## config.mk

```make
export PLATFORM = sky130hd
export DESIGN_NAME = id_ex_hazard_stage
export DESIGN_NICKNAME = d
export VERILOG_FILES = /design/src/rtl/id_ex_hazard_stage.sv
export SDC_FILE = /design/constraint.sdc
export NUM_CORES = 1
export LEC_CHECK = 0
export CAP_MARGIN = 10
export CORE_AREA = 3 3 126 128
export CTS_CLUSTER_SIZE = 16
export DETAILED_ROUTE_END_ITERATION = 12
export DIE_AREA = 0 0 129 131
export PLACE_DENSITY = 0.69
export SLEW_MARGIN = 10
export SYNTH_ARGS = -nofsm -noshare
export SYNTH_HDL_FRONTEND = slang
export SYNTH_SLANG_ARGS = --single-unit
```

## constraint.sdc

```tcl
create_clock -name clk -period 4.35 [get_ports clk]
set_input_delay 0.87 -clock clk [delete_from_list [all_inputs] [get_ports clk]]
set_output_delay 0.87 -clock clk [all_outputs]
set_load 0.01 [all_outputs]
```

## src/rtl/id_ex_hazard_stage.sv

```systemverilog
// ID->EX pipeline register with load-use hazard detection, MEM/WB operand
// forwarding and a saturating stall-cycle counter.
// Optional feature macro: FWD_EN
//   defined   : MEM/WB results forward into the EX operands; only load-use stalls.
//   undefined : EX operands are the registered RegFile buses. Any RAW against
//               EX or MEM stalls, and WB relies on the RegFile write bypass.
module id_ex_hazard_stage #(
    parameter int CTRL_W = 8,
    parameter int CNT_W  = 16
) (
    input  logic              clk,
    input  logic              reset,
    input  logic              id_valid,
    input  logic [4:0]        id_rs,
    input  logic [4:0]        id_rt,
    input  logic              id_rt_used,
    input  logic [4:0]        id_rd,
    input  logic [31:0]       id_busA,
    input  logic [31:0]       id_busB,
    input  logic [31:0]       id_imm,
    input  logic              id_regwr,
    input  logic              id_memrd,
    input  logic [CTRL_W-1:0] id_ctrl,
    input  logic              flush,
    input  logic              mem_regwr,
    input  logic [4:0]        mem_rd,
    input  logic [31:0]       mem_result,
    input  logic              wb_regwr,
    input  logic [4:0]        wb_rd,
    input  logic [31:0]       wb_result,
    output logic              stall_out,
    output logic              ex_valid,
    output logic [4:0]        ex_rd,
    output logic              ex_regwr,
    output logic              ex_memrd,
    output logic [CTRL_W-1:0] ex_ctrl,
    output logic [31:0]       ex_imm,
    output logic [31:0]       ex_opA,
    output logic [31:0]       ex_opB,
    output logic [CNT_W-1:0]  stall_cnt
);

    logic [4:0]  exRs;
    logic [4:0]  exRt;
    logic [31:0] exBusA;
    logic [31:0] exBusB;

    logic exReadsHit;
    logic hazard;
    logic loadBubble;

    // ID reads the EX destination (register 0 never creates a dependency)
    assign exReadsHit = (ex_rd != 5'd0) &&
                        ((ex_rd == id_rs) || (id_rt_used && (ex_rd == id_rt)));

`ifdef FWD_EN
    // With forwarding only a load in EX cannot supply its data in time
    assign hazard = id_valid && ex_valid && ex_memrd && exReadsHit;

    // Pick the youngest producer for an EX source register; reg 0 reads as 0
    function automatic logic [31:0] forwardOperand(
        input logic [4:0]  src,
        input logic [31:0] regVal,
        input logic        memWr,
        input logic [4:0]  memDst,
        input logic [31:0] memVal,
        input logic        wbWr,
        input logic [4:0]  wbDst,
        input logic [31:0] wbVal
    );
        logic [31:0] result;
        result = regVal;
        if (src == 5'd0) begin
            result = 32'd0;
        end else if (memWr && (memDst == src)) begin
            result = memVal;
        end else if (wbWr && (wbDst == src)) begin
            result = wbVal;
        end
        return result;
    endfunction

    // Operand muxes sit combinationally on the EX registers
    always_comb begin
        ex_opA = forwardOperand(exRs, exBusA, mem_regwr, mem_rd, mem_result,
                                wb_regwr, wb_rd, wb_result);
        ex_opB = forwardOperand(exRt, exBusB, mem_regwr, mem_rd, mem_result,
                                wb_regwr, wb_rd, wb_result);
    end
`else
    logic memReadsHit;
    logic unusedFwdInputs;

    assign memReadsHit = (mem_rd != 5'd0) &&
                         ((mem_rd == id_rs) || (id_rt_used && (mem_rd == id_rt)));

    // Without forwarding any pending write in EX or MEM blocks the reader;
    // a WB write is visible through the RegFile same-cycle bypass
    assign hazard = id_valid &&
                    ((ex_valid && ex_regwr && exReadsHit) ||
                     (mem_regwr && memReadsHit));

    // No forwarding path: operands come straight from the latched buses
    always_comb begin
        ex_opA = exBusA;
        ex_opB = exBusB;
    end

    assign unusedFwdInputs = ^{mem_result, wb_result, wb_regwr, wb_rd};
`endif

    // A taken branch kills the ID instruction, so it never needs to stall
    assign stall_out  = hazard && !flush && !reset;
    assign loadBubble = flush || stall_out || !id_valid;

    // ID->EX register: reset, then bubble insertion, then normal latch
    always_ff @(posedge clk) begin
        if (reset) begin
            ex_valid <= 1'b0;
            ex_rd    <= 5'd0;
            ex_regwr <= 1'b0;
            ex_memrd <= 1'b0;
            ex_ctrl  <= '0;
            ex_imm   <= 32'd0;
            exRs     <= 5'd0;
            exRt     <= 5'd0;
            exBusA   <= 32'd0;
            exBusB   <= 32'd0;
        end else if (loadBubble) begin
            ex_valid <= 1'b0;
            ex_rd    <= 5'd0;
            ex_regwr <= 1'b0;
            ex_memrd <= 1'b0;
            ex_ctrl  <= '0;
            ex_imm   <= 32'd0;
            exRs     <= 5'd0;
            exRt     <= 5'd0;
            exBusA   <= 32'd0;
            exBusB   <= 32'd0;
        end else begin
            ex_valid <= 1'b1;
            ex_rd    <= id_rd;
            ex_regwr <= id_regwr;
            ex_memrd <= id_memrd;
            ex_ctrl  <= id_ctrl;
            ex_imm   <= id_imm;
            exRs     <= id_rs;
            exRt     <= id_rt;
            exBusA   <= id_busA;
            exBusB   <= id_busB;
        end
    end

    // Profiling counter of stalled cycles, sticks at all-ones
    always_ff @(posedge clk) begin
        if (reset) begin
            stall_cnt <= '0;
        end else if (stall_out && (stall_cnt != {CNT_W{1'b1}})) begin
            stall_cnt <= stall_cnt + CNT_W'(1);
        end
    end

endmodule
```

==> summary.md <==
| Metric | Value |
|---|---|
| Final Worst Setup Slack | 390 ps |
| Post-Synth XOR/XNOR Area | 0.0427 |
| Asr flop ratio synth | 0 |
| Most used DFF post-synth | dfxtp_1 |
| Final Hold Viols | 0 |
| Worst VDD drop | 0.221 mV |
| Sequential fraction of the synthesis area | 0.624 |
| Crit end category | primary output |
| Reg2Reg Depth | 6 |
| Post-CTS sizing | 0 |
| Mux cell area share after synthesis | 0.00548 |
| Post-DP HPWL | 9.72 mm |
| Reg-to-reg critical path startpoint | stall_cnt[0]$_SDFFE_PP0P_ |
| Gr usage total | 0.149 |
| PwrDens | 399 nW/um2 |
| Worst reg2reg path endpoint | stall_cnt[9]$_SDFFE_PP0P_ |
| Crit Path Class | input pin to primary output |
| Root Buffer | clkbuf_16 |
| Leakage | 2.88 nW |
| CTS tree | done |
| Final Cycle Share | 0.910 |
| Row count | 45 |
| Vert. Die Dim | 131 um |
| Fraction of the mapped netlist area in compound gates | 0.0521 |
| Final Critical Period | between 3000 and 4000 ps |
| Pre-antenna DRT Iters | 4 |
| EDFF count, synth | 0 |
| Unrepaired setup endpoints after global routing | false |
| Final clock skew | 7.73 ps |
| CTS Buf Count | 17 |
| Initial antenna violation count | 0 |
| Layout cells sized above 1 | 0.0612 |
| FMAX | 252 MHz |
| ANT cells | 0 |
| Setup crit end | stall_out |
| Syn. warnings | 0 |
| Die X | 129 um |
| Layout Area Growth over Synthesis | 84.0% |
| Die ar. | 16,900 um2 |
| I/O pin count | 331 |
| Max-cap viol count | 0 |
| Routed wire length | 12.6 mm |
| H-tree Lvls | 4 |
| Vias in the first global route | 3,803 |
| Yosys cell types | 32 |
| Post-Synth Simple-Gate Area | 0.250 |
| Initial core utilization | 0.274 |
| Syn Area/Cell | approximately 11 um2 |
| Adder-Cell Fraction of Synth Area | 0.00305 |
| Hold path startpoint | stall_cnt[14]$_SDFFE_PP0P_ |
| Yosys reg bits | approximately 130 |
| Critical path fanouts, max | 6 |
| GR Overflow Total | 0 |
| Worst Setup SP | mem_rd[1] |
| Main combinational cell family by area after synthesis | simple AND/OR/NAND/NOR gates |
| Critical Path RT | 3480 ps |
| Clock-pin transition on the worst setup and hold timing paths | approximately 60 ps |
| Setup TNS | 0 ps |
| Synthesized cell area | 4110 um2 |
| Vias per cell | 4.29 |
| Worst-Skew Late Latency | 400 ps |
| Max-slew violations | 0 |
| Via count | between 3,000 and 4,000 |
| Hold Path Class | flop to flop |
| # DRC | 0 |
| Core Box Area | 15,000 um2 |
| Most common cell after layout, fill and taps aside | clkdlybuf4s50_1 |
| DR WL/cell | 14.9 um |
| Slew headroom | 0.605 |
| Routability Congestion | 0.788 |
| Largest net degree at the start of global routing | 67 |
| Gate count of the mapped netlist | 376 |
| Global-route wire length before repair | 19.2 mm |
| Setup bufs post-CTS | 0 |
| Pre-CTS setup slack | roughly 390 ps |
| Most frequent cells in the layout | 260 x clkdlybuf4s50_1, 128 x dfxtp_1, 112 x and2_1 |
| IO buf count | 260 |
| Final ANT Viol Nets | 0 |
| Clk sinks | ~130 |
| Hold buffers post-CTS | 0 |
| Status | completed |
| 1st-iter DRT viols | 171 |
| Worst reg2reg setup slack | between 1500 and 2000 ps |
| Crit path DAT | 3090 ps |
| # setup viols final | 0 |
| Max clock buf depth | 2 |
| Worst setup SP type | input pin |
| Syn_nets | just under 600 |
| Final #Nets | 844 |
| Worst Max-Slew Pin Slew | 593 ps |
power breakdown:
part	switching [mW]	total [mW]	leakage, nW	internal [mW]
clock	0.494	1.56	0.314	1.06
combinational	0.0731	0.246	1.53	0.173
sequential	0.00952	1.21	1.04	1.20
total	0.577	3.02	2.88	2.44
final cells by class:
type,count,area [um2]
Timing Repair Buffer,264,2630
Sequential cell,128,2560
Tap cell,188,235
Fill cell,1327,7420
Clock buffer,23,478
Multi-Input combinational cell,227,1460
Clock inverter,9,179
Inverter,3,11.3
kinds of logic (layout without fill, tap and decap cells):
logic type               count (synthesis)  count (layout)
AO/OA/AOI/OAI                           36              36
XOR/XNOR                                20              20
adder cells (fa/ha/maj)                  1               1
buffers and inverters                   21             299
flip-flops                             128             128
multiplexers                             2               2
AND/OR/NAND/NOR                        168             168
how the worst min path moves through the flow:
stage	end	depth (start not counted)
CTS	stall_cnt[14]$_SDFFE_PP0P_	2
global route	stall_cnt[14]$_SDFFE_PP0P_	2
floorplan	stall_cnt[11]$_SDFFE_PP0P_	2
global placement	stall_cnt[15]$_SDFFE_PP0P_	2
detailed placement	stall_cnt[14]$_SDFFE_PP0P_	2
finish	stall_cnt[14]$_SDFFE_PP0P_	2
sequential cells by signal, indices dropped and copies added, names as in the netlist:
signal     flops
stall_cnt     16
ex_regwr       1
ex_valid       1
ex_memrd       1
ex_opA        32
ex_ctrl        8
ex_imm        32
ex_rd          5
ex_opB        32
metal layers:
| metal | track usage | share of wire | vias to the layer above |
|---|---|---|---|
| met5 | 0 | 0 | - |
| met4 | 0.0525 | 0.011 | 0 |
| met3 | 0.0972 | 0.13 | 9 |
| met2 | 0.259 | 0.52 | 162 |
| met1 | 0.142 | 0.34 | 1671 |
| li1 | - | - | 1768 |
cells in the mapped netlist, drive strengths merged (6+ instances only):
cell type	instances	share of area
a21oi	15	0.018
and2	112	0.17
buf	6	0.0088
clkbuf	12	0.011
dfxtp	128	0.62
nand3	6	0.0073
nor2	8	0.0073
o21ai	9	0.011
o31ai	6	0.011
or3	6	0.0091
or4	8	0.015
xor2	18	0.038
metrics by stage:
step	instances	util	area (um2)	hold slack [ps]	power [mW]
after floorplan	376	-	4110	515	1.30
after global placement	810	0.461	6900	488	1.48
after detailed placement	810	0.461	6900	502	1.49
after CTS	842	0.505	7560	510	3.05
after global routing	842	0.505	7560	552	3.13
final	842	0.505	7560	511	3.02
critical path: stages:
cell             delay (ps)
clkdlybuf4s50_1         470
or4_1                   550
o21ai_0                 240
or2_2                   170
o22a_2                  200
inv_1                    90
clkdlybuf4s50_1         490
(Power assumes the default switching activity.)
